File: config.mk
export PLATFORM = sky130hd
export DESIGN_NAME = csi2_packet_rx
export DESIGN_NICKNAME = d
export VERILOG_FILES = /design/src/rtl/csi2_packet_rx.sv
export SDC_FILE = /design/constraint.sdc
export NUM_CORES = 1
export LEC_CHECK = 0
export ABC_AREA = 1
export BUFFER_PORTS_ARGS = -buffer_cell sky130_fd_sc_hd__buf_4
export CAP_MARGIN = 20
export CORE_UTILIZATION = 56
export DETAILED_ROUTE_END_ITERATION = 10
export PLACE_DENSITY = 0.8
export REMOVE_ABC_BUFFERS = 1
export SLEW_MARGIN = 20
export SYNTH_ARGS = -nofsm -noshare
export SYNTH_HDL_FRONTEND = slang
export SYNTH_SLANG_ARGS = --single-unit
File: constraint.sdc
create_clock -name clock -period 3.9 [get_ports clock]
set_clock_uncertainty 0.05 [all_clocks]
set_input_delay 0.39 -clock clock [delete_from_list [all_inputs] [get_ports clock]]
set_output_delay 0.39 -clock clock [all_outputs]
set_load 0.005 [all_outputs]
File: src/rtl/csi2_packet_rx.sv
// CSI-2 packet receiver: merges lane bytes, parses the packet header, filters by VC and packs payload into words.
// Optional payload CRC-16 check is compiled in when CSI2_PACKET_RX_CRC_CHECK_EN is defined.
module csi2_packet_rx #(
  parameter int         NUM_LANES = 2,
  parameter logic [3:0] VC_MASK   = 4'b1111
) (
  input  logic                   clock,
  input  logic                   reset_n,
  input  logic [8*NUM_LANES-1:0] lane_data,
  input  logic                   lane_valid,
  output logic [1:0]             virtual_channel,
  output logic [5:0]             data_type,
  output logic [15:0]            word_count,
  output logic                   header_valid,
  output logic [31:0]            image_data,
  output logic [3:0]             image_data_keep,
  output logic                   image_data_enable,
  output logic                   packet_done,
  output logic                   packet_abort,
  output logic                   crc_error,
  output logic                   busy
);

  typedef enum logic [2:0] {
    ST_DRAIN,
    ST_IDLE,
    ST_HEADER,
    ST_PAYLOAD,
    ST_CRC
  } state_t;

  state_t      state_reg, state_next;
  logic [1:0]  hdr_idx_reg, hdr_idx_next;
  logic [7:0]  hdr_b0_reg, hdr_b0_next;
  logic [7:0]  hdr_b1_reg, hdr_b1_next;
  logic [7:0]  hdr_b2_reg, hdr_b2_next;
  logic [15:0] pkt_wc_reg, pkt_wc_next;
  logic        accept_reg, accept_next;
  logic [15:0] byte_cnt_reg, byte_cnt_next;
  logic [31:0] acc_reg, acc_next;
  logic [1:0]  acc_cnt_reg, acc_cnt_next;
  logic        crc_idx_reg, crc_idx_next;

  logic [1:0]  vc_reg, vc_next;
  logic [5:0]  dt_reg, dt_next;
  logic [15:0] word_count_reg, word_count_next;
  logic        header_valid_reg, header_valid_next;
  logic [31:0] image_data_reg, image_data_next;
  logic [3:0]  keep_reg, keep_next;
  logic        enable_reg, enable_next;
  logic        done_reg, done_next;
  logic        abort_reg, abort_next;
  logic        busy_reg, busy_next;

  logic [7:0]  cur;
  logic [1:0]  pkt_vc;
  logic [5:0]  pkt_dt;
  logic        pkt_ok;

`ifdef CSI2_PACKET_RX_CRC_CHECK_EN
  logic [7:0]  crc_lo_reg, crc_lo_next;
  logic [15:0] crc_calc_reg, crc_calc_next;
  logic        crc_error_reg, crc_error_next;

  // Reflected CRC-16 (0x8408), one byte per call.
  function automatic logic [15:0] crc16_byte(input logic [15:0] crc_in, input logic [7:0] data);
    logic [15:0] c;
    c = crc_in ^ {8'h00, data};
    for (int b = 0; b < 8; b++) begin
      c = c[0] ? ((c >> 1) ^ 16'h8408) : (c >> 1);
    end
    return c;
  endfunction
`endif

  logic [7:0] lane_byte [NUM_LANES];

  for (genvar gi = 0; gi < NUM_LANES; gi++) begin : g_lane
    assign lane_byte[gi] = lane_data[8*gi +: 8];
  end

  // Bytes of one cycle are walked in lane order so a cycle may cross state boundaries.
  always_comb begin
    state_next        = state_reg;
    hdr_idx_next      = hdr_idx_reg;
    hdr_b0_next       = hdr_b0_reg;
    hdr_b1_next       = hdr_b1_reg;
    hdr_b2_next       = hdr_b2_reg;
    pkt_wc_next       = pkt_wc_reg;
    accept_next       = accept_reg;
    byte_cnt_next     = byte_cnt_reg;
    acc_next          = acc_reg;
    acc_cnt_next      = acc_cnt_reg;
    crc_idx_next      = crc_idx_reg;
    vc_next           = vc_reg;
    dt_next           = dt_reg;
    word_count_next   = word_count_reg;
    header_valid_next = 1'b0;
    image_data_next   = image_data_reg;
    keep_next         = keep_reg;
    enable_next       = 1'b0;
    done_next         = 1'b0;
    abort_next        = 1'b0;
    cur               = 8'h00;
    pkt_vc            = 2'd0;
    pkt_dt            = 6'd0;
    pkt_ok            = 1'b0;
`ifdef CSI2_PACKET_RX_CRC_CHECK_EN
    crc_lo_next       = crc_lo_reg;
    crc_calc_next     = crc_calc_reg;
    crc_error_next    = 1'b0;
`endif

    if (!lane_valid) begin
      // A filtered packet stays silent even when it is cut short.
      if (state_reg == ST_HEADER) begin
        abort_next = 1'b1;
      end else if (state_reg == ST_PAYLOAD || state_reg == ST_CRC) begin
        abort_next = accept_reg;
      end
      state_next = ST_IDLE;
    end else begin
      if (state_reg == ST_IDLE) begin
        state_next   = ST_HEADER;
        hdr_idx_next = 2'd0;
      end
      for (int i = 0; i < NUM_LANES; i++) begin
        cur = lane_byte[i];
        case (state_next)
          ST_HEADER: begin
            case (hdr_idx_next)
              2'd0: hdr_b0_next = cur;
              2'd1: hdr_b1_next = cur;
              2'd2: hdr_b2_next = cur;
              default: begin
                pkt_vc        = hdr_b0_next[7:6];
                pkt_dt        = hdr_b0_next[5:0];
                pkt_wc_next   = {hdr_b2_next, hdr_b1_next};
                pkt_ok        = VC_MASK[pkt_vc];
                accept_next   = pkt_ok;
                byte_cnt_next = 16'd0;
                acc_next      = 32'd0;
                acc_cnt_next  = 2'd0;
                crc_idx_next  = 1'b0;
`ifdef CSI2_PACKET_RX_CRC_CHECK_EN
                crc_calc_next = 16'hFFFF;
`endif
                if (pkt_ok) begin
                  vc_next           = pkt_vc;
                  dt_next           = pkt_dt;
                  word_count_next   = pkt_wc_next;
                  header_valid_next = 1'b1;
                end
                if (pkt_dt <= 6'h0F) begin
                  done_next  = pkt_ok;
                  state_next = ST_DRAIN;
                end else if (pkt_wc_next == 16'd0) begin
                  state_next = ST_CRC;
                end else begin
                  state_next = ST_PAYLOAD;
                end
              end
            endcase
            hdr_idx_next = hdr_idx_next + 2'd1;
          end
          ST_PAYLOAD: begin
            acc_next[8*acc_cnt_next +: 8] = cur;
            byte_cnt_next = byte_cnt_next + 16'd1;
`ifdef CSI2_PACKET_RX_CRC_CHECK_EN
            crc_calc_next = crc16_byte(crc_calc_next, cur);
`endif
            if (acc_cnt_next == 2'd3 || byte_cnt_next == pkt_wc_next) begin
              if (accept_next) begin
                image_data_next = acc_next;
                enable_next     = 1'b1;
                case (acc_cnt_next)
                  2'd0:    keep_next = 4'b0001;
                  2'd1:    keep_next = 4'b0011;
                  2'd2:    keep_next = 4'b0111;
                  default: keep_next = 4'b1111;
                endcase
              end
              acc_next     = 32'd0;
              acc_cnt_next = 2'd0;
            end else begin
              acc_cnt_next = acc_cnt_next + 2'd1;
            end
            if (byte_cnt_next == pkt_wc_next) begin
              state_next = ST_CRC;
            end
          end
          ST_CRC: begin
            if (crc_idx_next == 1'b0) begin
`ifdef CSI2_PACKET_RX_CRC_CHECK_EN
              crc_lo_next = cur;
`endif
              crc_idx_next = 1'b1;
            end else begin
              done_next  = accept_next;
`ifdef CSI2_PACKET_RX_CRC_CHECK_EN
              crc_error_next = accept_next && (crc_calc_next != {cur, crc_lo_next});
`endif
              state_next = ST_DRAIN;
            end
          end
          default: ;
        endcase
      end
    end

    busy_next = (state_next == ST_HEADER) || (state_next == ST_PAYLOAD) || (state_next == ST_CRC);
  end

  always_ff @(posedge clock or negedge reset_n) begin
    if (!reset_n) begin
      state_reg        <= ST_DRAIN;
      hdr_idx_reg      <= 2'd0;
      hdr_b0_reg       <= 8'h00;
      hdr_b1_reg       <= 8'h00;
      hdr_b2_reg       <= 8'h00;
      pkt_wc_reg       <= 16'd0;
      accept_reg       <= 1'b0;
      byte_cnt_reg     <= 16'd0;
      acc_reg          <= 32'd0;
      acc_cnt_reg      <= 2'd0;
      crc_idx_reg      <= 1'b0;
      vc_reg           <= 2'd0;
      dt_reg           <= 6'd0;
      word_count_reg   <= 16'd0;
      header_valid_reg <= 1'b0;
      image_data_reg   <= 32'd0;
      keep_reg         <= 4'd0;
      enable_reg       <= 1'b0;
      done_reg         <= 1'b0;
      abort_reg        <= 1'b0;
      busy_reg         <= 1'b0;
`ifdef CSI2_PACKET_RX_CRC_CHECK_EN
      crc_lo_reg       <= 8'h00;
      crc_calc_reg     <= 16'hFFFF;
      crc_error_reg    <= 1'b0;
`endif
    end else begin
      state_reg        <= state_next;
      hdr_idx_reg      <= hdr_idx_next;
      hdr_b0_reg       <= hdr_b0_next;
      hdr_b1_reg       <= hdr_b1_next;
      hdr_b2_reg       <= hdr_b2_next;
      pkt_wc_reg       <= pkt_wc_next;
      accept_reg       <= accept_next;
      byte_cnt_reg     <= byte_cnt_next;
      acc_reg          <= acc_next;
      acc_cnt_reg      <= acc_cnt_next;
      crc_idx_reg      <= crc_idx_next;
      vc_reg           <= vc_next;
      dt_reg           <= dt_next;
      word_count_reg   <= word_count_next;
      header_valid_reg <= header_valid_next;
      image_data_reg   <= image_data_next;
      keep_reg         <= keep_next;
      enable_reg       <= enable_next;
      done_reg         <= done_next;
      abort_reg        <= abort_next;
      busy_reg         <= busy_next;
`ifdef CSI2_PACKET_RX_CRC_CHECK_EN
      crc_lo_reg       <= crc_lo_next;
      crc_calc_reg     <= crc_calc_next;
      crc_error_reg    <= crc_error_next;
`endif
    end
  end

  assign virtual_channel   = vc_reg;
  assign data_type         = dt_reg;
  assign word_count        = word_count_reg;
  assign header_valid      = header_valid_reg;
  assign image_data        = image_data_reg;
  assign image_data_keep   = keep_reg;
  assign image_data_enable = enable_reg;
  assign packet_done       = done_reg;
  assign packet_abort      = abort_reg;
  assign busy              = busy_reg;
`ifdef CSI2_PACKET_RX_CRC_CHECK_EN
  assign crc_error         = crc_error_reg;
`else
  assign crc_error         = 1'b0;
`endif

endmodule

==> results.toml, run 1 <==
[pwr]
power.leakage_nw = 7.43
irDropWorstVdd_uv = 561
combPwrFrac = 0.660
swShare = 0.539
power.share.sequential = 0.219
p_clk_frac = 0.121
p_per_area_nw_per_um2 = 993
p_int_mw = 6.64
p_sw_mw = 7.77

[timing]
slew_headroom = 0.409
fin_crit_ps = 3760
setup_violations = 0
hold_viol = 27
holdWs_ps = -25.5
final.period_utilization = 0.964
worst_pin_slew_ps = 886
slew_violations = 0
max_freq_ghz = 0.266

[finish]
instances_no_fill = 2391
nets = 2141
drive_above_1_share = 0.128
num_antenna_cells = 0
multi_input_area_um2 = 7090
areaGrowthSynthToFinish_pct = 16.4
seqCellArea_um2 = 4060
final.fill_count = 1914

[die]
ios = 85
fp.dieH_um = 151
die_w_um = 151
die-area_um2 = 22900
core_area_um2 = 21800
rows = 54
start_util = 0.571

[clock_tree]
cts.clk_slew.worst_paths_ps = 80
ctsHoldBuffers = 0
htree_levels = 4
clockBufferDepth = 2
clk-insertion-delay-late_ps = 450
cts_tree = "done"
clock-sinks = 162
numCtsBuffers = 17
cts_root_buf = "clkbuf_16"

[grt]
grt_pass1_wl_um = 69900
grt_pass1_vias = 13356
grt_antenna_before_repair = 0
grt_use_total = 0.398
grt-ovfl-total = 0
grt_max_degree = 90

[critical_path]
reg2reg_to = "image_data[30]$_DFFE_PN0P_"
critical_path_class = "reg2reg"
crit_fanout = 19
r2r_cells = 27
cp.required_ps = 4250
r2r-start = "byte_cnt_reg[0]$_DFFE_PN0P_"
crit_start = "byte_cnt_reg[0]$_DFFE_PN0P_"
crit_path_end_kind = "register"
start_kind = "register"
critical_path.slowest_cell = "dfrtp_2"
r2r_setup_slack_ps = 140
crit_top_cell = "nand2_1"
cp.arrival_ps = 4110
slowest_delay_ps = 410

[place]
io_buffer_count = 83
place_congestion = 0.995
dp_hpwl_um = 31800
placed_cells = 2345

[drt]
antenna_left = 0
vias = 14356
drc = 0
first_pass_iters = 9
detail_route.iter0.violations = 1506
finalWirelength_um = 46100
vias_per_cell = 6.00
avgRoutedWirePerCell_um = 19.3

[synthesis]
synth_seq_cells = 162
synth_cells = 2005
synth-edff-count = 0
ys_async_sr_fraction = 1.00
ys_types = 47
synth_area_um2 = 12500
synth.avg_cell_area_um2 = 6.22
ys.flop_type = "dfrtp_1"
ys_warn_count = 0
synth_seq_area_share = 0.325

[outcome]
violations = "negative hold slack"
outcome = "complete, but fails checks"

[worst_hold_path]
min_path_type = "in2async"

[job]
max-cap-violations = 0
repair_timing:
| item | in CTS | in global routing |
|---|---|---|
| gates cloned | 1 | 5 |
| resized for setup | 4 | 39 |
| buffers inserted | 1 | 7 |
| pin swaps | 0 | 6 |
| endpoints found under the setup margin | 56 | 73 |
power groups by stage:
stage	logic (mW)	registers [mW]	clock network (mW)
final	9.52	3.16	1.74
after global routing	10.4	3.24	1.79
after CTS	8.86	3.12	1.72
after detailed placement	8.65	3.14	0
after global placement	8.50	3.12	0
after floorplan	5.62	2.98	0
layout by cell type, fill, tap and decap left out, drive strengths merged, types with 2 or more instances in the layout:
cell        n
a22o        3
or2         2
o32ai       8
xor2        4
a21oi     124
a22oi      16
nor3       24
o21ai     181
nor4        2
a31oi       6
nand4      30
clkinv     10
o22ai      40
inv       278
clkinvlp    3
nand2     687
nor2      144
buf       163
xnor2       2
nand3b      6
ha         24
dfrtp     162
a21o        7
clkbuf     19
nand3     156
worst max-delay path, delay by kind of cell (launching register included):
kind	cells	cell delay, ps
fa+ha+maj	2	380
buf+inv	4	460
flops	1	410
simple gates	21	2430
per-layer routing:
metal | vias up | track usage | routed length (µm) | share of wire
met3 | 238 | 0.0828 | 4750 | 0.10
met1 | 6537 | 0.505 | 17600 | 0.38
met2 | 933 | 0.621 | 20900 | 0.45
li1 | 6648 | - | - | -
met5 | - | 0 | 0 | 0
met4 | 0 | 0.245 | 2870 | 0.062
final cells by class:
class,instances,area share
tap,280,0.0242
multi-input combinational,1476,0.488
timing repair buffer,165,0.0946
sequential,162,0.280
inverter,275,0.0720
clock buffer,17,0.0293
timing repair inverter,1,0.000518
clock inverter,15,0.0111
stage by stage:
step / total power [mW] / setup slack [ps] / cell area (µm²) / utilization / setup TNS [ps]
detailed placement: 11.8 / -8.88 / 13600 / 0.622 / -11.1
global placement: 11.6 / 56.3 / 13600 / 0.622 / 0
global route: 15.5 / -62.3 / 14500 / 0.665 / -710
finish: 14.4 / 140 / 14500 / 0.665 / 0
CTS: 13.7 / 0.926 / 14200 / 0.651 / 0
floorplan: 8.61 / -747 / 12000 / - / -38760
Yosys cell counts, types with 2 or more instances:
cell type | count | area [µm²]
o22ai_1 | 40 | 250
nand2_2 | 8 | 50.1
o21ai_0 | 165 | 826
a22o_1 | 3 | 26.3
or2_2 | 2 | 12.5
o21ai_1 | 14 | 70.1
nand4_1 | 29 | 181
nand2_1 | 675 | 2530
a21oi_1 | 124 | 621
a21o_1 | 7 | 52.6
inv_1 | 263 | 987
nor3_1 | 24 | 120
xor2_1 | 4 | 35.0
buf_2 | 12 | 60.1
nand2_4 | 3 | 33.8
nor4_1 | 2 | 12.5
nand3_2 | 2 | 20.0
dfrtp_1 | 162 | 4050
xnor2_1 | 2 | 17.5
ha_1 | 24 | 300
buf_1 | 8 | 30.0
nand3_1 | 154 | 771
inv_2 | 8 | 30.0
clkinv_1 | 4 | 15.0
nor2_2 | 9 | 56.3
nand3b_1 | 6 | 45.0
buf_6 | 8 | 90.1
a22oi_1 | 16 | 120
buf_4 | 9 | 67.6
o32ai_1 | 8 | 70.1
nor2_1 | 129 | 484
a31oi_1 | 6 | 37.5
clkbuf_1 | 57 | 214
nor2_4 | 5 | 56.3
worst max-delay path by stage:
stage                                                 to  cells after the start
after global placement        image_data[18]$_DFFE_PN0P_                     22
after CTS                 image_data_keep[1]$_DFFE_PN0P_                     27
final                         image_data[30]$_DFFE_PN0P_                     27
after global routing          image_data[30]$_DFFE_PN0P_                     27
after detailed placement       image_data[9]$_DFFE_PN0P_                     25
after floorplan                image_data[0]$_DFFE_PN0P_                     23
kinds of logic after synthesis:
family | count (synthesis) | synth area share
simple gates | 1051 | 0.353
compound gates | 392 | 0.173
other cells | 1 | 0.000301
flops | 162 | 0.325
buf+inv | 369 | 0.120
fa+ha+maj | 24 | 0.0241
xor+xnor | 6 | 0.00422
(Power assumes the default switching activity.)
==> run 2: changes to the inputs <==
--- a/config.mk
+++ b/config.mk
@@ -10,7 +10,7 @@
 export CAP_MARGIN = 20
 export CORE_UTILIZATION = 56
 export DETAILED_ROUTE_END_ITERATION = 10
-export PLACE_DENSITY = 0.8
+export PLACE_DENSITY = 0.78
 export REMOVE_ABC_BUFFERS = 1
 export SLEW_MARGIN = 20
 export SYNTH_ARGS = -nofsm -noshare
==> run 2 against run 1 <==
  * The run now ends clean
  * Non-clock buffer count rose by 10
  * Register-to-register slack improved by 20 ps
  * Die area did not move
  * Critical path type unchanged
  * Critical endpoint is now image_data[5]$_DFFE_PN0P_
==> results.toml, run 2 (synthesis gave the netlist of run 1 again) <==
[outcome]
outcome = "completed"

[place]
place_congestion = 1.02
dpl_cell_area_um2 = 13600
dp_slack_ps = -200
dp_hpwl_um = 32400
io_buffer_count = 83

[clock_tree]
cts.clk_slew.worst_paths_ps = 70
clock-sinks = 162
clockBufferDepth = 2
cts_root_buf = "clkbuf_16"
clk-insertion-delay-late_ps = 450
cts_tree = "done"
numCtsBuffers = 17
htree_levels = 4

[drt]
avgRoutedWirePerCell_um = 19.5
wl_met1_um = 17900
finalWirelength_um = 46800
vias_per_cell = 6.00
vias = 14418
antenna_left = 0
met3_length_um = 5020
first_pass_iters = 8
detail_route.iter0.violations = 1617
dr_wl_met2_um = 20700
drc = 0
dr.max_layer_used = "met4"

[worst_hold_path]
min_from = "lane_data[10]"
min_path_type = "in2reg"
hold_path_depth = 3
holdPathEnd = "hdr_b0_reg[2]$_DFFE_PN0P_"

[timing]
worst_slack_ps = 160
hold_viol = 0
final.period_utilization = 0.959
rsz0062_at_grt = "yes"
tns_ps = 0
slew_violations = 0
slew_headroom = 0.469
worst_pin_slew_ps = 797
max_freq_ghz = 0.267
setup_violations = 0
fin_crit_ps = 3740

[die]
ios = 85
start_util = 0.571
fp.dieH_um = 151
die_w_um = 151
core_area_um2 = 21800
rows = 54
die-area_um2 = 22900

[critical_path]
crit_path_end_kind = "register"
cp_top_family = "simple AND/OR/NAND/NOR gates"
cp.required_ps = 4230
reg2reg_to = "image_data[5]$_DFFE_PN0P_"
r2r_cells = 28
start_kind = "register"
slowest_delay_ps = 390
critical_path.slowest_cell = "dfrtp_1"
r2r-start = "state_reg[1]$_DFF_PN0_"
path_buf_inv = 6
critical_path_class = "reg2reg"
cp.arrival_ps = 4070
crit_fanout = 9
crit_top_cell = "nand2_1"
r2r_setup_slack_ps = 160

[pwr]
power.leakage_nw = 7.50
power_mw = 14.5
irDropWorstVdd_uv = 409
p_per_area_nw_per_um2 = 988

[finish]
num_antenna_cells = 0
drive_above_1_share = 0.135
most-common-layout-cells = "662 x nand2_1, 257 x inv_1, 162 x o21ai_0"
postLayoutCellArea_um2 = 14700
final_common_cell = "nand2_1"
final.fill_count = 1983
final_util = 0.673
nets = 2153
areaGrowthSynthToFinish_pct = 17.9

[grt]
grt_antenna_before_repair = 0
grt-ovfl-total = 0
grt_pass1_wl_um = 70900
grt_use_total = 0.409
grt_max_degree = 71
grt_pass1_vias = 13092

[job]
max-cap-violations = 0
[run 2: worst reg2reg max path: cells and delay by family (launching register included)]
family	cells	cell delay (ps)
simple gates	19	1980
flops	1	390
buf+inv	6	640
compound gates	1	210
fa+ha+maj	2	400
[run 2: worst max path at each step]
stage / startpoint / depth (start not counted) / end / slack (ps)
global placement: state_reg[1]$_DFF_PN0_ / 23 / image_data_keep[0]$_DFFE_PN0P_ / -200
detailed placement: state_reg[1]$_DFF_PN0_ / 23 / image_data_keep[0]$_DFFE_PN0P_ / -200
floorplan: byte_cnt_reg[0]$_DFFE_PN0P_ / 23 / image_data[0]$_DFFE_PN0P_ / -750
CTS: state_reg[2]$_DFF_PN0_ / 27 / image_data[6]$_DFFE_PN0P_ / 9
finish: state_reg[1]$_DFF_PN0_ / 28 / image_data[5]$_DFFE_PN0P_ / 160
global route: byte_cnt_reg[7]$_DFFE_PN0P_ / 22 / image_data[17]$_DFFE_PN0P_ / -30
[run 2: power by group]
group | leakage [nW] | internal, mW | switching (mW)
sequential | 1.97 | 2.48 | 0.667
clock | 0.278 | 0.903 | 0.825
combinational | 5.25 | 3.39 | 6.24
total | 7.50 | 6.77 | 7.74
[run 2: routing by layer]
| layer | vias to the layer above | global-route usage |
|---|---|---|
| met5 | - | 0 |
| met2 | 913 | 0.625 |
| met3 | 218 | 0.0729 |
| li1 | 6686 | - |
| met1 | 6601 | 0.532 |
| met4 | 0 | 0.265 |
[run 2: repair_timing]
item                       CTS  global route
pin swaps                    5            14
setup buffers                2            10
setup endpoints to repair   71            72
hold buffers                 1             0
gates resized for setup     14            49
hold endpoints to repair    53             0
cloned                       3             4
[run 2: area by class of cell]
cell class	count	area, µm²	area share
Inverter	275	1040	0.0707
Timing Repair Buffer	175	1480	0.101
Multi-Input combinational cell	1479	7190	0.489
Sequential cell	162	4060	0.276
Clock buffer	19	433	0.0295
Tap cell	280	350	0.0239
Clock inverter	13	144	0.00980
[run 2: through the flow]
step | instances | hold WS (ps)
6_report | 2403 | 209
4_1_cts | 2389 | 198
3_5_place_dp | 2351 | 362
2_1_floorplan | 1911 | 44.4
3_3_place_gp | 2351 | 353
5_1_grt | 2403 | 212
